[src/rtl/apb_reg_slave_if.sv]
// apb_reg_slave_if: APB-style request/response bundle between bridge master and register slave
// Ports: penable/pwrite/pread/paddr/pwdata driven by master; ready/pslverr/prdata driven by slave
interface apb_reg_slave_if;
  logic       penable;
  logic       pwrite;
  logic       pread;
  logic [6:0] paddr;
  logic [7:0] pwdata;
  logic       ready;
  logic       pslverr;
  logic [7:0] prdata;
  modport master (output penable, pwrite, pread, paddr, pwdata, input ready, pslverr, prdata);
  modport slave (input penable, pwrite, pread, paddr, pwdata, output ready, pslverr, prdata);
endinterface

[src/rtl/apb_reg_slave.sv]
// apb_reg_slave: APB register bank with RW byte registers, RO ID/error-count and programmable wait states
// Ports: clk, rst (async, active-high); apb (slave side of apb_reg_slave_if); busy (capture until back in IDLE)
module apb_reg_slave #(
  parameter int         NUM_REGS    = 16,
  parameter int         WAIT_STATES = 1,
  parameter logic [7:0] ID_VALUE    = 8'hA5
) (
  input  logic              clk,
  input  logic              rst,
  apb_reg_slave_if.slave    apb,
  output logic              busy
);
  localparam logic [6:0] NR = 7'(NUM_REGS > 126 ? 126 : NUM_REGS);
  localparam logic [3:0] WS = 4'(WAIT_STATES);
  typedef enum logic [1:0] {IDLE, WAIT, RESP, DONE} state_t;
  state_t     r_state;
  logic [7:0] r_regs [128];
  logic [7:0] r_errcnt, r_wdata, r_prdata;
  logic [6:0] r_addr;
  logic [3:0] r_cnt;
  logic       r_wr, r_rd, r_ready, r_pslverr, r_busy;
  logic [6:0] w_addr;
  logic [7:0] w_rdata;
  logic       w_wr, w_rd, w_err, w_go;
  assign apb.ready   = r_ready;
  assign apb.pslverr = r_pslverr;
  assign apb.prdata  = r_prdata;
  assign busy        = r_busy;
  // In IDLE the live bus is decoded so a zero-wait transfer can respond on its capture edge.
  always_comb begin
    w_addr  = r_state == IDLE ? apb.paddr : r_addr;
    w_wr    = r_state == IDLE ? apb.pwrite : r_wr;
    w_rd    = r_state == IDLE ? apb.pread : r_rd;
    w_err   = (w_wr == w_rd) || (w_addr >= NR && w_addr < 7'h7E) || (w_wr && w_addr >= 7'h7E);
    w_rdata = (w_err || w_wr) ? 8'h00 : w_addr == 7'h7F ? ID_VALUE : w_addr == 7'h7E ? r_errcnt : r_regs[w_addr];
    w_go    = r_state == IDLE ? apb.penable && WS == 4'd0 : r_state == WAIT && r_cnt == 4'd1;
  end
  always_ff @(posedge clk or posedge rst) begin
    if (rst) begin
      r_state   <= IDLE;
      r_ready   <= 1'b0;
      r_pslverr <= 1'b0;
      r_prdata  <= 8'h00;
      r_busy    <= 1'b0;
      r_errcnt  <= 8'h00;
      r_cnt     <= 4'd0;
      r_addr    <= 7'd0;
      r_wdata   <= 8'h00;
      r_wr      <= 1'b0;
      r_rd      <= 1'b0;
      for (int i = 0; i < 128; i++) r_regs[i] <= 8'h00;
    end else begin
      case (r_state)
        IDLE: if (apb.penable) begin
          r_addr  <= apb.paddr;
          r_wdata <= apb.pwdata;
          r_wr    <= apb.pwrite;
          r_rd    <= apb.pread;
          r_busy  <= 1'b1;
          r_cnt   <= WS;
          r_state <= WAIT;
        end
        WAIT: r_cnt <= r_cnt - 4'd1;
        RESP: begin
          r_ready   <= 1'b0;
          r_pslverr <= 1'b0;
          r_state   <= DONE;
          if (w_err) r_errcnt <= r_errcnt + {7'd0, r_errcnt != 8'hFF};
          else if (r_wr) r_regs[r_addr] <= r_wdata;
        end
        DONE: if (!apb.penable) begin
          r_state <= IDLE;
          r_busy  <= 1'b0;
        end
        default: r_state <= IDLE;
      endcase
      // Response entry overrides the per-state next state chosen above.
      if (w_go) begin
        r_state   <= RESP;
        r_ready   <= 1'b1;
        r_pslverr <= w_err;
        r_prdata  <= w_rdata;
      end
    end
  end
endmodule

[src/flat_wrapper.sv]
// flat-port wrapper written by rule: the top's interface ports become plain ports
module apb_reg_slave_flat 
#(
  parameter int         NUM_REGS    = 16,
  parameter int         WAIT_STATES = 1,
  parameter logic [7:0] ID_VALUE    = 8'hA5
)
  (clk, rst, busy, apb_penable, apb_pwrite, apb_pread, apb_paddr, apb_pwdata, apb_ready, apb_pslverr, apb_prdata);
  apb_reg_slave_if apb_i ();
  input  logic clk;
  input  logic rst;
  output logic busy;
  input wire logic [$bits(apb_i.penable)-1:0] apb_penable;
  input wire logic [$bits(apb_i.pwrite)-1:0] apb_pwrite;
  input wire logic [$bits(apb_i.pread)-1:0] apb_pread;
  input wire logic [$bits(apb_i.paddr)-1:0] apb_paddr;
  input wire logic [$bits(apb_i.pwdata)-1:0] apb_pwdata;
  output wire logic [$bits(apb_i.ready)-1:0] apb_ready;
  output wire logic [$bits(apb_i.pslverr)-1:0] apb_pslverr;
  output wire logic [$bits(apb_i.prdata)-1:0] apb_prdata;
  assign apb_i.penable = apb_penable;
  assign apb_i.pwrite = apb_pwrite;
  assign apb_i.pread = apb_pread;
  assign apb_i.paddr = apb_paddr;
  assign apb_i.pwdata = apb_pwdata;
  assign apb_ready = apb_i.ready;
  assign apb_pslverr = apb_i.pslverr;
  assign apb_prdata = apb_i.prdata;
  apb_reg_slave #(.NUM_REGS(NUM_REGS), .WAIT_STATES(WAIT_STATES), .ID_VALUE(ID_VALUE)) u_core (.clk(clk), .rst(rst), .apb(apb_i), .busy(busy));
endmodule
[config.mk]
export PLATFORM = sky130hd
export DESIGN_NAME = apb_reg_slave_flat
export DESIGN_NICKNAME = d
export VERILOG_FILES = /design/src/rtl/apb_reg_slave_if.sv /design/src/rtl/apb_reg_slave.sv /design/src/flat_wrapper.sv
export SDC_FILE = /design/constraint.sdc
export NUM_CORES = 2
export LEC_CHECK = 0
export BUFFER_PORTS_ARGS = -buffer_cell sky130_fd_sc_hd__buf_2
export CORE_UTILIZATION = 40
export DETAILED_ROUTE_END_ITERATION = 8
export PLACE_DENSITY = 0.51
export SYNTH_ARGS = -nofsm -noshare
export SYNTH_HDL_FRONTEND = slang
export SYNTH_SLANG_ARGS = --single-unit
[constraint.sdc]
create_clock -name clk -period 31.3 [get_ports clk]
set_clock_uncertainty 0.1 [all_clocks]
set_input_delay 6.26 -clock clk [delete_from_list [all_inputs] [get_ports clk]]
set_output_delay 6.26 -clock clk [all_outputs]
set_load 0.01 [all_outputs]
Word-level counts from Yosys, hierarchy flattened --
Index checks and enable logic that the tools add are counted. W data, S select, Z words.
Storage, ports and cells: word-level logic and storage cells 205, flip-flop bits (word level) 1066, input port bits 20
Cells by class: order comparisons 6, reductions and logical operators 18, bitwise logic cells 3, $add $sub $neg 2, eq/ne operators 12, mux-type cells 25
Operator list (count):
- $bwmux W1024 | 1
- $bmux W8 S7 | 1
- $demux W8 S7 | 1
- $mux W8 | 6
- $ge A8 B8 Y1 const B | 2
- $not A7 Y8 | 2
- $eq A7 B7 Y1 const B | 2
- $reduce_and A3 Y1 | 3
- $add A8 B1 Y8 | 1
- $lt A8 B1 Y1 const B | 1
- $mux W1 | 8
- $ne A8 B8 Y1 const B | 1
- $pmux W4 S2 | 1
- $ge A7 B5 Y1 const B | 1
- $ge A7 B7 Y1 const B | 1
- $lt A7 B7 Y1 const B | 1
- $mux W7 | 1
- $mux W2 | 3
- $ne A3 B2 Y1 const B | 2
- $pmux W2 S3 | 1
- $reduce_and A2 Y1 | 3
- $reduce_bool A2 Y1 | 3
- $eq A2 B2 Y1 const B | 2
- $eq A4 B1 Y1 const B | 1
- 11 further kinds | 17

Logic depth before layout (Yosys ltp) --
depth in word-level cells 9, mapped depth 14

Least setup slack after synthesis --
Ideal clock, no wire load.
path kind input port to flip-flop, start point in apb_paddr[3], end point reg u_core.r_regs[904] (netlist bit), data arrival time 8.536 ns, data required time 31.072 ns, cell stages on the path 9, slack 22.537 ns, cell sequence clkbuf_1 -> nand2_1 -> mux2_2 -> nor3_4 -> nand3_1 -> a221o_1 -> nor4_4 -> nand2_2 -> mux2_1
Between the ends: word-level cells in the longest chain between the ends 7, elaborated cells on any way between the ends 10
RTL lines:
- from (decl) | line flat_wrapper.sv:16 | input wire logic [$bits(apb_i.paddr)-1:0] apb_paddr;
- $mux W7 (*) | line apb_reg_slave.sv:31 | w_addr = r_state == IDLE ? apb.paddr : r_addr;
- $ge A7 B5 Y1 / $lt A7 B7 Y1 (equally long branches) | line apb_reg_slave.sv:34 | w_err = (w_wr == w_rd) || (w_addr >= NR && w_addr < 7'h7E) || (w_wr && w_addr >= 7'h7E);
- $logic_and A1 B1 Y1 | line apb_reg_slave.sv:34
- $logic_or A1 B1 Y1 | line apb_reg_slave.sv:34
- $logic_or A1 B1 Y1 (*) | line apb_reg_slave.sv:34
- $not A1 Y1 (no source line) (*)
- $reduce_and A3 Y1 (no source line) (*)
- to (signal, indexed assignment) | line apb_reg_slave.sv:69 | else if (r_wr) r_regs[r_addr] <= r_wdata;
- to (decl) | line apb_reg_slave.sv:17 | logic [7:0] r_regs [128];
Mark *: on every way between the ends. The rest lies on a longest branch, timed or not. A chain may end at the register's enable or synchronous reset.

Worst setup path in the final report --
start point in apb_paddr[0], end point reg u_core.r_prdata[3], in the netlist u_core.apb.prdata[3]
Between the ends: word-level cells in the longest chain between the ends 8, elaborated cells on any way between the ends 18
RTL lines:
- $mux W7 (*) | line apb_reg_slave.sv:31
- $not A7 Y8 (implied by the code) | line apb_reg_slave.sv:35 | w_rdata = (w_err || w_wr) ? 8'h00 : w_addr == 7'h7F ? ID_VALUE : w_addr == 7'h7E ? r_errcnt : r_regs[w_addr];
- $bmux W8 S7 | line apb_reg_slave.sv:35
- $mux W8 (implied by the code) (2 in a row) | line apb_reg_slave.sv:35
- $mux W8 (2 in a row) | line apb_reg_slave.sv:35
- $mux W8 (*) | line apb_reg_slave.sv:35
- to (signal assigned) | line apb_reg_slave.sv:82 | r_prdata <= w_rdata;
- to (decl) | line apb_reg_slave.sv:18 | logic [7:0] r_errcnt, r_wdata, r_prdata;
Mark *: on every way between the ends. The rest lies on a longest branch, timed or not. The select of a mux whose other input is x is not followed.

==> metrics.txt <==
HP Class=reg2reg; port bufs=30; final wirelength=71,400 microns; Synth Area in XOR/XNOR=0.238%; final hold viol count=0; Slew Limit Headroom=26.6%; crit path time final=10.32 ns; CTS tree=built; Synth Area in Adders=0.170%; I/O pin count=31; CP startpoint kind=input port; Leakage Power=14.8 nW; maxcap violations=0; share of layout cells above drive strength 1=17.7%; number of synthesized flops with an enable pin=0; post-CTS setup buffers=0; Avg Cell Area, Syn=10.9 sq um; critical-path maximum fanout=72; Detailed Place HPWL=42,200 microns; worst hold slack=0.266 ns; vias in the first global route=17,577; # clock sinks=730; Sw Share=38.6%; Die Width=273 microns; internal power=1.77 mW; post-synthesis mux area share=9.72%; clk buf depth=3; total power=2.88 mW; Post-Synth Simple-Gate Area=11.3%; Peak Freq=0.0969 GHz; die area=74,700 sq um; FF+latch count, synth=730; core area=72,800 sq um; Compound-Gate Fraction of Synth Area=7.42%; cells after synthesis=2,702; placed insts=3,031; Slew Limit Fails=0; WP data required=31.67 ns; Least-Margin Pin Slew=1.10 ns; critical path type=in2reg; TritonCTS buffer count=75; final setup violation count=0; Min-Delay Startpoint=u_core.r_regs[13]; combinational power share=32.8%; Placer Congestion=0.775; routed wire length per instance=22.6 microns; Post-Layout Cell Count=3,166; # fillers=6,640; clk slew on worst S/H paths=0.06 ns; num rows=99; sequential share of power=35.2%; CTS root buffer=clkbuf_16; main combinational cell family by area after synthesis=simple AND/OR/NAND/NOR gates; Distinct cells, synth=66; Post-CTS Resized=0; All-Layer GR Usage=19.7%; mapped cell area=29,400 sq um; arrival time at the worst endpoint=10.70 ns; first drt pass iteration count=5; H-tree Lvls=3; hold buffer count at CTS=0; status=complete, no violations; first-pass GRT wire length=111,000 microns; worst skew pair latency=0.61 ns; via-per-instance ratio=5.25; total negative setup slack=0 ns; sequential cell area fraction in the yosys report=62.1%; total global routing overflow=0; pin count of the biggest net entering global routing=169; period utilization=33.0%; Final ANT Viol Nets=0; Area Overhead vs Synth=5.50%; NumNets Final=2,173; Switch Pwr=1.11 mW; share of total power in the clock network=31.9%; Starting Density=40.4%; DR iter-0 viols=1,428; routed vias=16,617; Worst R2R Start=u_core.r_state[1]; DIE HEIGHT=273 microns; critical path endpoint category=register; initial antenna violation count=1; # DRC=0; unrepaired setup endpoints after global routing=no; Post-synth ARST share=100%; PwrDens=92.9 nW/um^2; CP startpoint=apb_paddr[0]; Syn Nets=2,726; VDD IR max=0.000113 V; Ys Warns=0; dominant synthesized flop cell=dfrtp_1
per-stage QoR:
stage | instance area, sq um | utilization, % | setup slack [ns]
final | 31000 | 42.6 | 20.98
after detailed placement | 28500 | 39.1 | 20.35
after global routing | 31000 | 42.6 | 20.66
after CTS | 31000 | 42.6 | 21.01
after global placement | 28500 | 39.1 | 20.34
after floorplan | 29400 | - | 4.46
layout make-up:
| type | count | area (sq um) | area share (%) |
|---|---|---|---|
| diodes | 1 | 2.50 | 0.00806 |
| clock buffers | 108 | 2190 | 7.06 |
| clock inverters | 26 | 344 | 1.11 |
| inverters | 7 | 33.8 | 0.109 |
| multi-input cells | 1271 | 8570 | 27.6 |
| flip-flops and latches | 730 | 18300 | 58.8 |
| well taps | 959 | 1200 | 3.86 |
| repair buffers | 64 | 430 | 1.39 |
layout by cell type (no fill, tap or decap), types with 7 or more instances in the layout:
cell type / n
a21oi_1: 27
a2111oi_0: 19
a31oi_1: 31
mux4_2: 24
buf_2: 30
clkinv_2: 14
o21ai_0: 53
nor3_1: 9
nor2_1: 50
nand2b_1: 9
mux2_1: 8
a211oi_1: 48
a22oi_1: 12
dfrtp_1: 730
mux2i_1: 50
mux2_2: 151
clkbuf_8: 15
a32oi_1: 36
nand3b_1: 8
nand2_1: 372
bufinv_16: 8
clkbuf_16: 77
a311oi_1: 19
xnor2_1: 7
clkbuf_1: 16
nand2_2: 8
buf_4: 32
nand3_1: 135
nand4_1: 23
o21a_1: 7
and3_1: 67
kinds of logic (layout without fill, tap and decap cells):
family,count (synthesis),in the layout
AOI/OAI and AO/OA,305,305
xor gates and xnor gates,8,8
adders and majority gates,4,4
buffers and inverters,701,205
DFF,730,730
muxes,236,236
other,0,1
and+or+nand+nor,718,718
critical path, stage by stage:
cell and delay (ns):
buf_2 0.15, or3b_2 0.45, buf_4 0.29, nand2_4 0.80, buf_4 0.56, buf_4 0.75
mux4_2 0.60, mux2i_1 0.14, a2111oi_0 0.12, nor4_1 0.32, a41oi_1 0.14
path summary, 6_finish.rpt:
| path | to | slack [ns] | depth (start not counted) |
|---|---|---|---|
| max | u_core.apb.prdata[3] | 20.98 | 11 |
| min | u_core.r_regs[13] | 0.27 | 0 |
| max reg2reg | u_core.apb.prdata[3] | 26.18 | 11 |
| min reg2reg | u_core.r_regs[13] | 0.27 | 0 |
| max in group asynchronous | u_core.r_regs[352] | 22.40 | 5 |
| min in group asynchronous | u_core.r_regs[919] | 5.65 | 2 |
cell usage after synthesis, types with 6 or more instances:
| cell type | n | share of area [%] |
|---|---|---|
| clkbuf_1 | 649 | 8.3 |
| xnor2_1 | 7 | 0.21 |
| mux2i_1 | 53 | 1.8 |
| mux2_2 | 151 | 5.8 |
| a32o_1 | 6 | 0.20 |
| a31oi_1 | 31 | 0.66 |
| a22oi_1 | 12 | 0.31 |
| nor2_1 | 54 | 0.69 |
| o21a_1 | 7 | 0.18 |
| buf_1 | 17 | 0.22 |
| buf_2 | 26 | 0.44 |
| dfrtp_1 | 730 | 62 |
| a21oi_1 | 28 | 0.48 |
| inv_1 | 7 | 0.089 |
| a311oi_1 | 19 | 0.57 |
| nand2b_1 | 9 | 0.19 |
| nand3b_1 | 8 | 0.20 |
| o41ai_1 | 6 | 0.18 |
| o21ai_0 | 55 | 0.94 |
| mux4_2 | 24 | 1.8 |
| a32oi_1 | 36 | 1.1 |
| and3_1 | 67 | 1.4 |
| nand2_2 | 8 | 0.17 |
| nand3_1 | 135 | 2.3 |
| nand2_1 | 374 | 4.8 |
| a211oi_1 | 48 | 1.2 |
| a2111oi_0 | 19 | 0.57 |
| mux2_1 | 8 | 0.31 |
| nor3_1 | 9 | 0.15 |
| nand4_1 | 23 | 0.49 |
flip-flops by register name, indices dropped and copies added (netlist names):
signal and cells:
u_core.r_state 2, u_core.busy 1, u_core.apb.prdata 8, u_core.r_wdata 8
u_core.r_errcnt 8, u_core.r_addr 7, u_core.apb.ready 1, u_core.r_rd 1
u_core.r_cnt 4, u_core.r_regs 688, u_core.r_wr 1, u_core.apb.pslverr 1
layer usage:
layer / vias to the layer above / track usage (%) / share of wire [%]
met5: - / 0 / 0
met3: 111 / 3.33 / 3.5
li1: 7713 / - / -
met4: 0 / 5.90 / 2.6
met1: 8497 / 28.6 / 48
met2: 296 / 30.2 / 46
power groups by stage:
| stage | Combinational, mW | Sequential [mW] | Clock, mW |
|---|---|---|---|
| 4_1_cts | 0.962 | 1.02 | 0.945 |
| 6_report | 0.946 | 1.02 | 0.921 |
| 3_5_place_dp | 0.961 | 1.03 | 0 |
| 2_1_floorplan | 0.595 | 1.00 | 0 |
| 3_3_place_gp | 0.956 | 1.03 | 0 |
| 5_1_grt | 1.02 | 1.02 | 0.984 |
(Power assumes the default switching activity.)
